===== config.mk =====
export PLATFORM = sky130hd
export DESIGN_NAME = pwm_capture
export DESIGN_NICKNAME = d
export VERILOG_FILES = /design/src/rtl/pwm_capture_pkg.sv /design/src/rtl/pwm_capture_sync_edge.sv /design/src/rtl/pwm_capture.sv
export SDC_FILE = /design/constraint.sdc
export NUM_CORES = 1
export LEC_CHECK = 0
export CAP_MARGIN = 25
export CORE_MARGIN = 2
export CORE_UTILIZATION = 54
export CTS_BUF_LIST = sky130_fd_sc_hd__clkbuf_8
export CTS_CLUSTER_DIAMETER = 50
export DETAILED_ROUTE_END_ITERATION = 7
export GPL_TIMING_DRIVEN = 1
export HOLD_SLACK_MARGIN = 0.12
export PLACE_DENSITY = 0.79
export RECOVER_POWER = 50
export SYNTH_ARGS = -nofsm -noshare
export SYNTH_HDL_FRONTEND = slang
export SYNTH_SLANG_ARGS = --single-unit

===== constraint.sdc =====
create_clock -name clk -period 2.4 [get_ports clk]
set_clock_uncertainty 0.05 [all_clocks]
set_input_delay 0.36 -clock clk [delete_from_list [all_inputs] [get_ports clk]]
set_output_delay 0.36 -clock clk [all_outputs]
set_load 0.02 [all_outputs]

===== src/rtl/pwm_capture_pkg.sv =====
// -----------------------------------------------------------------------------
// pwm_capture_pkg
// Definitions shared by the PWM capture block and the PWM generator.
//   TPS      : clk ticks per second (100 MHz system clock)
//   state_e  : measurement FSM state encoding
// -----------------------------------------------------------------------------
package pwm_capture_pkg;

  localparam int TPS = 100_000_000;

  typedef enum logic [1:0] {
    ST_IDLE = 2'd0,  // waiting for a first rise; any partial period is discarded
    ST_HIGH = 2'd1,  // line high inside a measured period
    ST_LOW  = 2'd2   // line low, waiting for the rise that closes the period
  } state_e;

endpackage : pwm_capture_pkg


===== src/rtl/pwm_capture_sync_edge.sv =====
// -----------------------------------------------------------------------------
// pwm_capture_sync_edge
// Two-flop synchronizer followed by a one-flop edge detector. rise/fall are
// registered one-cycle pulses appearing 3 clk cycles after the input edge.
// Ports:
//   clk    in   system clock
//   reset  in   asynchronous active-low reset
//   din    in   asynchronous input line
//   level  out  synchronized line value, aligned with rise/fall
//   rise   out  one-cycle pulse on a 0->1 transition
//   fall   out  one-cycle pulse on a 1->0 transition
// -----------------------------------------------------------------------------
module pwm_capture_sync_edge (
  input  logic clk,
  input  logic reset,
  input  logic din,
  output logic level,
  output logic rise,
  output logic fall
);

  logic meta;
  logic sync;

  // Every flop resets to 0, so a line that is already high at reset release
  // is seen as a fresh rise three cycles later.
  always_ff @(posedge clk or negedge reset) begin
    if (!reset) begin
      meta  <= 1'b0;
      sync  <= 1'b0;
      level <= 1'b0;
      rise  <= 1'b0;
      fall  <= 1'b0;
    end else begin
      // NOTE: non-blocking assignments make each stage sample the previous
      // stage's value from before this edge; blocking would collapse the chain.
      meta  <= din;
      sync  <= meta;
      level <= sync;
      rise  <= sync & ~level;
      fall  <= ~sync & level;
    end
  end

endmodule : pwm_capture_sync_edge


===== src/rtl/pwm_capture.sv =====
// -----------------------------------------------------------------------------
// pwm_capture
// Measures high time and period of an asynchronous PWM line in clk cycles and
// flags a line that has stopped toggling.
// Parameters:
//   WIDTH    width of all counters and measurement outputs
//   TIMEOUT  edge-free cycles before the line is declared stuck (>= 2)
// Ports:
//   clk          in   system clock, rising edge
//   reset        in   asynchronous active-low reset
//   pwm_in       in   PWM line, asynchronous to clk
//   high_count   out  high cycles of the last complete period
//   period       out  cycles between the last two rises
//   valid        out  one-cycle pulse when high_count/period update
//   stuck        out  no edge for TIMEOUT cycles
//   stuck_level  out  line level at the moment stuck asserted
// -----------------------------------------------------------------------------
module pwm_capture
  import pwm_capture_pkg::*;
#(
  parameter int WIDTH   = 32,
  parameter int TIMEOUT = TPS
) (
  input  logic             clk,
  input  logic             reset,
  input  logic             pwm_in,
  output logic [WIDTH-1:0] high_count,
  output logic [WIDTH-1:0] period,
  output logic             valid,
  output logic             stuck,
  output logic             stuck_level
);

  localparam logic [WIDTH-1:0] ONE      = WIDTH'(1);
  localparam logic [WIDTH-1:0] ALL_ONES = '1;
  localparam logic [WIDTH-1:0] IDLE_MAX = WIDTH'(TIMEOUT - 1);
  localparam logic [WIDTH-1:0] IDLE_PRE = WIDTH'(TIMEOUT - 2);

  logic level;
  logic rise;
  logic fall;

  pwm_capture_sync_edge u_sync_edge (
    .clk   (clk),
    .reset (reset),
    .din   (pwm_in),
    .level (level),
    .rise  (rise),
    .fall  (fall)
  );

  state_e           state;
  logic [WIDTH-1:0] period_cnt;
  logic [WIDTH-1:0] high_cnt;
  logic [WIDTH-1:0] idle_cnt;
  logic             edge_seen;
  logic             timeout_hit;

  assign edge_seen   = rise | fall;
  // Fires on the edge where idle_cnt steps onto TIMEOUT-1, so stuck becomes
  // visible exactly TIMEOUT cycles after the last detected edge.
  assign timeout_hit = !edge_seen && (idle_cnt == IDLE_PRE);

  always_ff @(posedge clk or negedge reset) begin
    if (!reset) begin
      state       <= ST_IDLE;
      period_cnt  <= '0;
      high_cnt    <= '0;
      idle_cnt    <= '0;
      high_count  <= '0;
      period      <= '0;
      valid       <= 1'b0;
      stuck       <= 1'b0;
      stuck_level <= 1'b0;
    end else begin
      valid <= 1'b0;

      // Idle timer parks at TIMEOUT-1 so the timeout fires only once.
      if (edge_seen)                idle_cnt <= '0;
      else if (idle_cnt != IDLE_MAX) idle_cnt <= idle_cnt + ONE;

      // Counters restart at 1 on a rise (the rise cycle itself counts) and
      // saturate instead of wrapping.
      if (rise)                        period_cnt <= ONE;
      else if (period_cnt != ALL_ONES) period_cnt <= period_cnt + ONE;

      // The fall cycle is already low time, hence the !fall term.
      if (rise)
        high_cnt <= ONE;
      else if (state == ST_HIGH && !fall && high_cnt != ALL_ONES)
        high_cnt <= high_cnt + ONE;

      if (edge_seen) stuck <= 1'b0;

      if (timeout_hit) begin
        state       <= ST_IDLE;
        stuck       <= 1'b1;
        stuck_level <= level;
      end else begin
        case (state)
          ST_IDLE: if (rise) state <= ST_HIGH;
          ST_HIGH: if (fall) state <= ST_LOW;
          ST_LOW: begin
            if (rise) begin
              state      <= ST_HIGH;
              period     <= period_cnt;
              high_count <= high_cnt;
              valid      <= 1'b1;
            end
          end
          default: state <= ST_IDLE;
        endcase
      end
    end
  end

endmodule : pwm_capture


# After elaboration in Yosys (flattened, before gate mapping)
# Index checks and enable logic that the tools add are counted.
[totals]
ff_bits = 170
latch_bits = 0
mem_bits_rw = 0
mem_bits_ro = 0
inputBits = 3
elab_cells = 59
n_memories = 0
[classes]
n_addsub = 3
mul = 0
div = 0
magnitude_cmp = 0
n_eq_ne = 8
shifts = 0
n_mux = 15
bitwise = 6
n_reduce_logical = 13
[op_table]
columns = ["operator", "count"]
rows = [
  ["$mux 32", 6],
  ["$add 32x1->32 const B", 3],
  ["$ne 32x32->1 const B", 2],
  ["$eq 32x27->1 const B", 1],
  ["$ne 32x27->1 const B", 1],
  ["$reduce_bool 2->1", 4],
  ["$mux 2", 3],
  ["$mux 1", 5],
  ["$pmux 2 s2", 1],
  ["$logic_and 1x1->1", 3],
  ["$ne 3x1->1 const B", 1],
  ["$ne 3x2->1 const B", 1],
  ["$not 1->1", 3],
  ["$reduce_and 3->1", 1],
  ["$and 1x1->1", 2],
  ["$eq 2x1->1 const B", 1],
  ["$eq 2x2->1 const B", 1],
  ["$logic_not 1->1", 2],
  ["$logic_not 2->1", 1],
  ["$reduce_and 2->1", 1],
  ["$reduce_or 2->1", 1],
  ["$or 1x1->1", 1],
]

# Longest topological paths before layout
# Gate-level depths: netlist (run 1).
[depth]
depth_word = 5
ltp_mapped = 7

# Modules after synthesis
# Synthesis (run 1) repeated with hierarchy kept, for this count alone.
[unflattened]
cells_unflattened = 733
area_unflattened_um2 = 7848.8
[modules_own_cells]
columns = ["module", "instances", "cells_each", "area_per_inst_um2", "seq_area_each_um2"]
rows = [
  ["pwm_capture", 1, 726, 7708.6, 4129.0],
  ["pwm_capture_sync_edge", 1, 7, 140.1, 125.1],
]

# Worst setup path before layout (run 1)
# Ideal clock, no wire load.
[synth_timing]
kind = "register -> register"
startpoint = "register u_sync_edge.fall"
endpoint = "register high_cnt[25]"
arrival_ns = 2.510
setup_slack_ns = -0.238
path_stages_with_launch = 8
synth_period_minus_slack_ns = 2.638
path_cell_list = "dfrtp_1 -> or3b_1 -> buf_2 -> or4_4 -> or4_1 -> buf_2 -> or4_1 -> a21oi_1"
[synth_via]
elab_chain_len = 4
[synth_lines]
columns = ["element", "line", "source"]
rows = [
  ["from (decl)", "pwm_capture_sync_edge.sv:19", "output logic fall"],
  ["from (signal assigned)", "pwm_capture_sync_edge.sv:41", "fall <= ~sync & level;"],
  ["$logic_not 1->1", "pwm_capture.sv:90", "else if (state == ST_HIGH && !fall && high_cnt != ALL_ONES)"],
  ["$logic_and 1x1->1 (2 in series)", "pwm_capture.sv:90", ""],
  ["$reduce_bool 2->1 (no source line)", "--", ""],
  ["to (signal assigned)", "pwm_capture.sv:91", "high_cnt <= high_cnt + ONE;"],
  ["to (decl)", "pwm_capture.sv:54", "logic [WIDTH-1:0] high_cnt;"],
]
# Every way passes these cells.
# A chain may end at the register's enable or synchronous reset.

# Worst setup path in the final report (run 1)
[layout_timing]
startpoint = "register state[1]"
endpoint = "register high_cnt[29]"
[layout_via]
elab_chain_len = 4
[layout_lines]
columns = ["element", "line", "source"]
rows = [
  ["from (decl)", "pwm_capture.sv:52", "state_e state;"],
  ["from (signal assigned)", "pwm_capture.sv:66", "state <= ST_IDLE;"],
  ["from (signal assigned)", "pwm_capture.sv:96", "state <= ST_IDLE;"],
  ["from (signal assigned)", "pwm_capture.sv:101", "ST_IDLE: if (rise) state <= ST_HIGH;"],
  ["$eq 2x1->1", "pwm_capture.sv:90", ""],
  ["$logic_and 1x1->1 (2 in series)", "pwm_capture.sv:90", ""],
  ["$reduce_bool 2->1 (no source line)", "--", ""],
]
# Every way passes these cells.

==> results.toml, run 1 <==
[outcome]
outcome = "finished with violations"
violations = "setup timing"

[route]
via_per_inst = 6.05
post-route-drc-count = 0
drt-total-wl_um = 17800
drt_iter0_markers = 671
ant_nets = 0
wl_per_cell_um = 17.0
firstDrtPassIters = 5
routed-via-count = 6331

[power]
vdd_drop_max_mv = 0.507
p_per_area_mw_per_mm2 = 617
p_leak_nw = 4.12
finalPower_w = 0.00589

[synthesis]
yosys_warnings = 0
ys_ff_latch = 170
synthTopCellsByArea = "dfrtp_1 (53%), mux2_2 (9.0%), xnor2_1 (3.5%)"
synth_async_sr_flop_share_pct = 100
synth_area_mm2 = 0.00797
synth_top_area_share_pct = 53.4
synth_ff_type = "dfrtp_1"
synthesis.nets = 754
syn_inst = 747
synth_area_per_cell_um2 = 10.7
synth_edf_count = 0
ys_seq_area_share_pct = 53.4
yosys.area.top_type = "dfrtp_1"
synthDistinctLibCells = 49

[floorplanning]
die_h_um = 125
ios = 70
core_area_mm2 = 0.0145
num_rows = 44
die_x_um = 125
start_util_pct = 55.0
fp.dieArea_mm2 = 0.0157

[placed_design]
gp_congestion = 0.879
dpl.hpwl_um = 12400
port_buffers = 69
dp_worst_setup_slack_ps = 20.6

[timing]
hold_viol = 0
max_freq_mhz = 416
slew_violations = 0
rsz0062_at_grt = "yes"
finalCritPeriodShare_pct = 100
finalSetupViolations = 1
worstMarginPinSlew_ps = 1400
slew_headroom_pct = 6.92
fin_crit_ps = 2400
setup_slack_ps = -1.38

[critical_path]
critPathKind = "reg2reg"
cp-start-kind = "register"
arrival_ps = 2740
end_kind = "register"
worstPathMaxFanout = 5
cp.required_ps = 2730

[clocking]
clock-sinks = 170
clock_latency_ps = 460
cts_buffers = 17
clockBufferDepth = 2
path_clk_slew_ps = 90
cts_max_level = 4
cts_tree = "yes"
cts_setup_buffers = 0
clockRootBuffer = "clkbuf_8"

[grt]
grt_pass1_wl_um = 31100
grt_max_degree = 75
antenna_found_initial = 0
grt_pass1_vias = 6402
grt_overflow = 0
grt_usage_pct = 23.9

[final_layout]
drive_above_1_share_pct = 18.2
area_delta_synth_final_pct = 19.8
diodes = 0
nNetsFinal = 857

[flow_run]
max_cap_violations = 0

[min_path]
holdCritPathClass = "reg2reg"
[cell type report]
type                            instances  area [µm²]
Clock buffer                           19         262
Clock inverter                         13         151
Fill cell                            1112        4930
Inverter                               11        41.3
Multi-Input combinational cell        537        3600
Sequential cell                       170        4260
Tap cell                              184         230
Timing Repair Buffer                  113        1010
[flip-flops by register name, indices dropped and copies added (netlist names)]
register and count:
valid 1, u_sync_edge.meta 1, period 32, idle_cnt 32, high_count 32, u_sync_edge.sync 1
state 2, high_cnt 32, stuck 1, stuck_level 1, u_sync_edge.rise 1, period_cnt 32
u_sync_edge.level 1, u_sync_edge.fall 1
[cell usage in the layout, fill, tap and decap left out, types with 28 or more instances in the layout]
cell type and instances:
xnor2_1 32, nand3_1 32, nand2_1 50, nand4_1 29, mux2_2 64, dfrtp_1 168, a21oi_1 30, nor2_1 70
buf_4 37, clkdlybuf4s50_1 67, o21ai_0 28
[critical path, cell delays in order, from the launching register on]
cell and delay, ps:
dfrtp_1 390, or3b_4 400, or4_4 450, or4_4 470, or4_4 440, a21oi_2 140
[synthesized netlist by cell type, types with 11 or more instances]
cell type	count
nor4_1	20
nand4_1	29
or4_1	17
or3_1	20
dfrtp_1	170
clkbuf_1	20
mux2_2	64
nor3_1	12
nor2_1	70
xnor2_1	32
and3_1	14
xor2_1	13
o21ai_0	28
and4_1	12
o31ai_1	16
a31oi_1	12
a21oi_1	32
nand2_1	50
nand3_1	32
inv_1	11
[routing by layer]
layer	part of all wire (%)	vias to the layer above	wire [µm]	track usage [%]
met3	4.6	40	814	4.62
met1	44	3139	7820	32.0
met2	49	198	8790	38.9
met4	2.0	0	359	8.82
met5	0	-	0	0
li1	-	2954	-	-
[worst paths after layout]
| check | start | cells after the start | to | slack, ps |
|---|---|---|---|---|
| min in group asynchronous | reset | 2 | high_count[11] | 700 |
| max reg2reg | state[1] | 5 | high_cnt[29] | -1 |
| max in group asynchronous | reset | 3 | high_cnt[12] | 390 |
| min reg2reg | u_sync_edge.meta | 0 | u_sync_edge.sync | 310 |
| min | u_sync_edge.meta | 0 | u_sync_edge.sync | 310 |
| max | state[1] | 5 | high_cnt[29] | -1 |
[power by group]
part / internal [W] / switching (W) / leakage (nW) / total [W]
combinational: 0.000305 / 0.000366 / 1.56 / 0.000671
clock: 0.00108 / 0.00103 / 0.218 / 0.00210
sequential: 0.00299 / 0.000125 / 2.34 / 0.00312
[per-stage QoR]
| stage | instance area, µm² | util (%) | hold slack (ps) | cells | setup TNS (ps) |
|---|---|---|---|---|---|
| floorplan | 7980 | - | 14.4 | 747 | -473 |
| global placement | 9130 | 63.0 | 287 | 1013 | 0 |
| detailed placement | 9130 | 63.0 | 285 | 1013 | 0 |
| CTS | 9560 | 66.0 | 312 | 1046 | -13.0 |
| global route | 9550 | 65.9 | 336 | 1047 | -106 |
| finish | 9550 | 65.9 | 308 | 1047 | -1.38 |
[logic make-up (layout without fill, tap and decap cells)]
logic type                 Yosys count  in the layout  synth area share [%]
buffers and inverters               41            156                  1.96
DFF                                170            170                  53.4
xor gates and xnor gates            45             45                  4.95
AOI/OAI and AO/OA                  109            109                  8.37
muxes                               69             69                  9.67
and+or+nand+nor                    309            310                  21.0
adders and majority gates            4              4                 0.628
[timing repair]
action                     4_1_cts  5_1_grt
setup endpoints to repair        1        6
pin swaps                        0        0
hold endpoints to repair        53        0
gates cloned                     0        1
gates resized for setup          2        8
hold buffers                     1        0
(Power assumes the default switching activity.)
==> inputs of run 2 (changes only) <==
--- a/config.mk
+++ b/config.mk
@@ -13,7 +13,7 @@
 export DETAILED_ROUTE_END_ITERATION = 7
 export GPL_TIMING_DRIVEN = 1
 export HOLD_SLACK_MARGIN = 0.12
-export PLACE_DENSITY = 0.79
+export PLACE_DENSITY_LB_ADDON = 0.2
 export RECOVER_POWER = 50
 export SYNTH_ARGS = -nofsm -noshare
 export SYNTH_HDL_FRONTEND = slang
==> run 2 against run 1 <==
The run ends with capacitance limit, slew limit, setup timing left. Worst hold slack better by 4.7 ps. Via count rose by 0.65%. Sequential share of layout area fell by 0.48 points. Combinational power grew 4.5%. Global-route usage grew 0.41 points. Design area up 1.1%. Critical path type unchanged. Largest cell class unchanged.
==> results.toml, run 2 (same netlist as run 1, synthesis figures left out) <==
[power]
p_per_area_mw_per_mm2 = 624
vdd_drop_max_mv = 0.476
p_leak_nw = 4.15

[clocking]
clock_latency_ps = 470
cts_max_level = 4
clock-sinks = 170
cts_buffers = 17
clockBufferDepth = 2
path_clk_slew_ps = 90
clockRootBuffer = "clkbuf_8"
cts_tree = "yes"

[critical_path]
slowest_stage = "or4_4"
cp.required_ps = 2740
crit_top_cell = "or4_4"
cp-start-kind = "register"
cpPeakStageDelay_ps = 480
critPathKind = "reg2reg"
crit_chain = "or3b_4, or4_4, or4_4, or4_4, a21oi_2"
worstPathMaxFanout = 6
end_kind = "register"
arrival_ps = 2830

[grt]
grt_overflow = 0
antenna_found_initial = 0
grt_usage_pct = 24.3
grt_max_degree = 75
grt_pass1_wl_um = 31300
grt_pass1_vias = 6332

[timing]
slew_headroom_pct = -11.4
max_freq_mhz = 402
tns_ps = -209
finalCritPeriodShare_pct = 104
finalSetupViolations = 7
fin_crit_ps = 2490
worstMarginPinSlew_ps = 1670
slew_violations = 68
hold_viol = 0
rsz0062_at_grt = "yes"
setup_slack_ps = -89.6

[placed_design]
dp.cells = 1016
dpl.hpwl_um = 12500
gp_congestion = 0.935
port_buffers = 69

[route]
firstDrtPassIters = 5
drt_iter0_markers = 594
via_per_inst = 6.06
post-route-drc-count = 0
routed-via-count = 6372
ant_nets = 0
drt-total-wl_um = 18500
wl_per_cell_um = 17.6

[final_layout]
final_common_cell = "dfrtp_1"
layout_common_cells = "dfrtp_1 (168), nor2_1 (70), clkdlybuf4s50_1 (67), mux2_2 (64), nand2_1 (50)"
nNetsFinal = 862
drive_above_1_share_pct = 19.1
diodes = 0
final_cells = 1051
area_delta_synth_final_pct = 21.1
utilization_pct = 66.7

[floorplanning]
die_h_um = 125
core_area_mm2 = 0.0145
start_util_pct = 55.0
ios = 70
die_x_um = 125
num_rows = 44
fp.dieArea_mm2 = 0.0157

[outcome]
violations = "capacitance limit, slew limit, setup timing"
outcome = "finished with violations"

[flow_run]
max_cap_violations = 1

[min_path]
holdCritPathClass = "reg2reg"
[run 2: worst paths after layout]
path                             startpoint                to  slack [ps]  cells after the start
setup / recovery                   state[1]      high_cnt[29]         -90                      5
hold / removal             u_sync_edge.meta  u_sync_edge.sync         310                      0
setup reg to reg                   state[1]      high_cnt[29]         -90                      5
hold reg to reg            u_sync_edge.meta  u_sync_edge.sync         310                      0
max in group asynchronous             reset    high_count[13]         350                      3
min in group asynchronous             reset       idle_cnt[4]         810                      2
[run 2: layer usage]
metal,GRT usage (%),routed length (µm),vias up,share of wire (%)
met4,9.02,316,0,1.7
met3,5.22,876,34,4.7
met2,37.6,9000,198,49
met1,34.0,8280,3185,45
li1,-,-,2955,-
met5,0,0,-,0
[run 2: power by group]
group	switching, W	total, W	internal, W
Clock	0.00108	0.00221	0.00114
Combinational	0.000381	0.000701	0.000319
Sequential	0.000118	0.00311	0.00299
[run 2: critical path, delay by kind of cell, from the launching register on]
kind	cells	cell delay, ps
AOI/OAI and AO/OA	1	170
DFF	1	400
and+or+nand+nor	4	1770
[run 2: metrics by stage]
stage | worst slack [ps] | cell area, µm² | hold slack, ps | power [W]
global placement | 71.3 | 9150 | 291 | 0.00383
floorplan | -118 | 7980 | 14.4 | 0.00352
finish | -89.6 | 9650 | 313 | 0.00602
detailed placement | -14.0 | 9150 | 296 | 0.00386
global route | -96.8 | 9650 | 326 | 0.00627
CTS | 0.990 | 9610 | 287 | 0.00608
[run 2: area by class of cell]
| type | instances | area (µm²) |
|---|---|---|
| fill | 1160 | 4830 |
| sequential | 170 | 4260 |
| multi-input combinational | 536 | 3630 |
| timing repair buffer | 119 | 1060 |
| clock buffer | 17 | 234 |
| tap | 184 | 230 |
| clock inverter | 14 | 195 |
| inverter | 11 | 41.3 |
[run 2: repair_timing]
action,in CTS,in global routing
hold buffers,1,0
buffers inserted,0,2
pin swaps,0,0
gates cloned,0,1
gates resized for setup,4,11
hold endpoints to repair,63,0
endpoints found under the setup margin,1,22
==> inputs of run 3 (changes only) <==
--- a/config.mk
+++ b/config.mk
@@ -13,7 +13,7 @@
 export DETAILED_ROUTE_END_ITERATION = 7
 export GPL_TIMING_DRIVEN = 1
 export HOLD_SLACK_MARGIN = 0.12
-export PLACE_DENSITY_LB_ADDON = 0.2
+export PLACE_DENSITY = 0.76
 export RECOVER_POWER = 50
 export SYNTH_ARGS = -nofsm -noshare
 export SYNTH_HDL_FRONTEND = slang
==> run 3 against run 2 <==
The run ends with capacitance limit, slew limit left. Utilization decreased by 0.55 points. Design area decreased by 0.83%. Critical path depth unchanged. Maximum frequency increased by 4.0%. Flip-flop and latch count unchanged. Global-route usage shrank 0.92 points. Total power shrank 2.4%. First-iteration DRC count is 13% lower. Sequential power hardly changed. Largest cell class unchanged. Highest routed layer unchanged.
==> results.toml, run 3 (same netlist as run 1, synthesis figures left out) <==
[outcome]
outcome = "finished with violations"
violations = "capacitance limit, slew limit"

[floorplanning]
core_area_mm2 = 0.0145
start_util_pct = 55.0
fp.dieArea_mm2 = 0.0157
die_h_um = 125
die_x_um = 125
ios = 70
num_rows = 44

[timing]
slew_violations = 70
slew_headroom_pct = -18.7
worstMarginPinSlew_ps = 1780
setup_slack_ps = 5.29
hold_ws_ps = 307
fin_crit_ps = 2390
hold_viol = 0
rsz0062_at_grt = "yes"
finalSetupViolations = 0
finalCritPeriodShare_pct = 99.8
max_freq_mhz = 418

[final_layout]
area_delta_synth_final_pct = 20.1
utilization_pct = 66.1
n_fill_cell = 1131
drive_above_1_share_pct = 17.9
nNetsFinal = 858
diodes = 0
final_common_cell = "dfrtp_1"
final_cells = 1048
layout_common_cells = "dfrtp_1 (169), nor2_1 (70), clkdlybuf4s50_1 (66), mux2_2 (64), nand2_1 (49)"

[placed_design]
dpl.hpwl_um = 12300
gp_congestion = 0.891
dp.cells = 1010
port_buffers = 69
dp_worst_setup_slack_ps = 27.4

[critical_path]
rr_worst_depth = 5
worstReg2RegEnd = "high_cnt[27]"
critPathKind = "reg2reg"
end_kind = "register"
worstPathMaxFanout = 8
r2r-start = "state[1]"
cp-start-kind = "register"
arrival_ps = 2740
cp.required_ps = 2750
reg2reg_slack_ps = 5

[clocking]
cts_tree = "yes"
cts_max_level = 4
clock_latency_ps = 470
clock-sinks = 170
path_clk_slew_ps = 90
clockBufferDepth = 2
clockRootBuffer = "clkbuf_8"
cts_buffers = 17

[grt]
grt_overflow = 0
grt_max_degree = 72
grt_pass1_vias = 6376
antenna_found_initial = 0
grt_usage_pct = 23.3
grt_pass1_wl_um = 30200

[route]
drt_iter0_markers = 515
post-route-drc-count = 0
routed-via-count = 6372
firstDrtPassIters = 5
drt-total-wl_um = 17900
ant_nets = 0
via_per_inst = 6.08
wl_per_cell_um = 17.0

[power]
p_leak_nw = 4.13
vdd_drop_max_mv = 0.421
p_per_area_mw_per_mm2 = 614

[min_path]
hold-path-cell-count = 0
min_to = "u_sync_edge.sync"
min_from = "u_sync_edge.meta"
holdCritPathClass = "reg2reg"

[flow_run]
max_cap_violations = 1
-- run 3: cell types whose count changed in the layout (fill, tap and decap cells not counted), sizes merged --
cell / delta
buf: -3
clkinv: +3
inv: -2
bufinv: -1
clkbuf: +1
clkdlybuf4s15: -1
clkdlybuf4s50: -1
dlygate4sd3: +1
-- run 3: per-stage QoR --
stage,TNS (ps),power (W),cell area (µm²)
6_report,0,0.00588,9570
5_1_grt,-156,0.00611,9570
4_1_cts,0,0.00592,9540
3_5_place_dp,0,0.00384,9120
3_3_place_gp,0,0.00381,9120
2_1_floorplan,-473,0.00352,7980
-- run 3: timing repair --
item,CTS,global route
resized for setup,0,7
buffers inserted,1,4
hold buffers,1,0
setup endpoints to repair,1,9
hold endpoints to repair,68,0
pin swaps,0,1
-- run 3: power breakdown --
part	internal, W	switching (W)	total [W]
logic	0.000319	0.000378	0.000698
registers	0.00299	0.000119	0.00311
clock network	0.00104	0.00103	0.00207
-- run 3: worst max-delay path by stage --
| stage | start | endpoint | slack, ps |
|---|---|---|---|
| 6_report | state[1] | high_cnt[27] | 5 |
| 5_1_grt | state[1] | high_cnt[29] | -30 |
| 4_1_cts | state[1] | high_cnt[27] | 10 |
| 3_5_place_dp | state[1] | high_cnt[27] | 30 |
| 3_3_place_gp | state[1] | high_cnt[31] | 80 |
| 2_1_floorplan | u_sync_edge.fall | high_cnt[25] | -120 |
-- run 3: per-layer routing --
| layer | vias up | track usage, % | part of all wire (%) | wire, µm |
|---|---|---|---|---|
| met2 | 197 | 39.5 | 50 | 8980 |
| met1 | 3178 | 29.5 | 43 | 7740 |
| li1 | 2953 | - | - | - |
| met4 | 0 | 9.08 | 2.3 | 412 |
| met5 | - | 0 | 0 | 0 |
| met3 | 44 | 5.01 | 4.1 | 728 |
-- run 3: final cells by class --
| cell class | count | area, µm² | share of cell area (%) |
|---|---|---|---|
| flip-flops and latches | 170 | 4260 | 44.5 |
| clock buffers | 18 | 248 | 2.59 |
| inverters | 11 | 41.3 | 0.431 |
| clock inverters | 14 | 158 | 1.65 |
| well taps | 184 | 230 | 2.41 |
| repair buffers | 115 | 1050 | 10.9 |
| multi-input cells | 536 | 3590 | 37.5 |
-- run 3: critical path, stage by stage, from the launching register on --
cell,delay [ps]
dfrtp_1,380
or3b_1,390
or4_4,440
or4_4,480
or4_4,450
a21oi_2,130
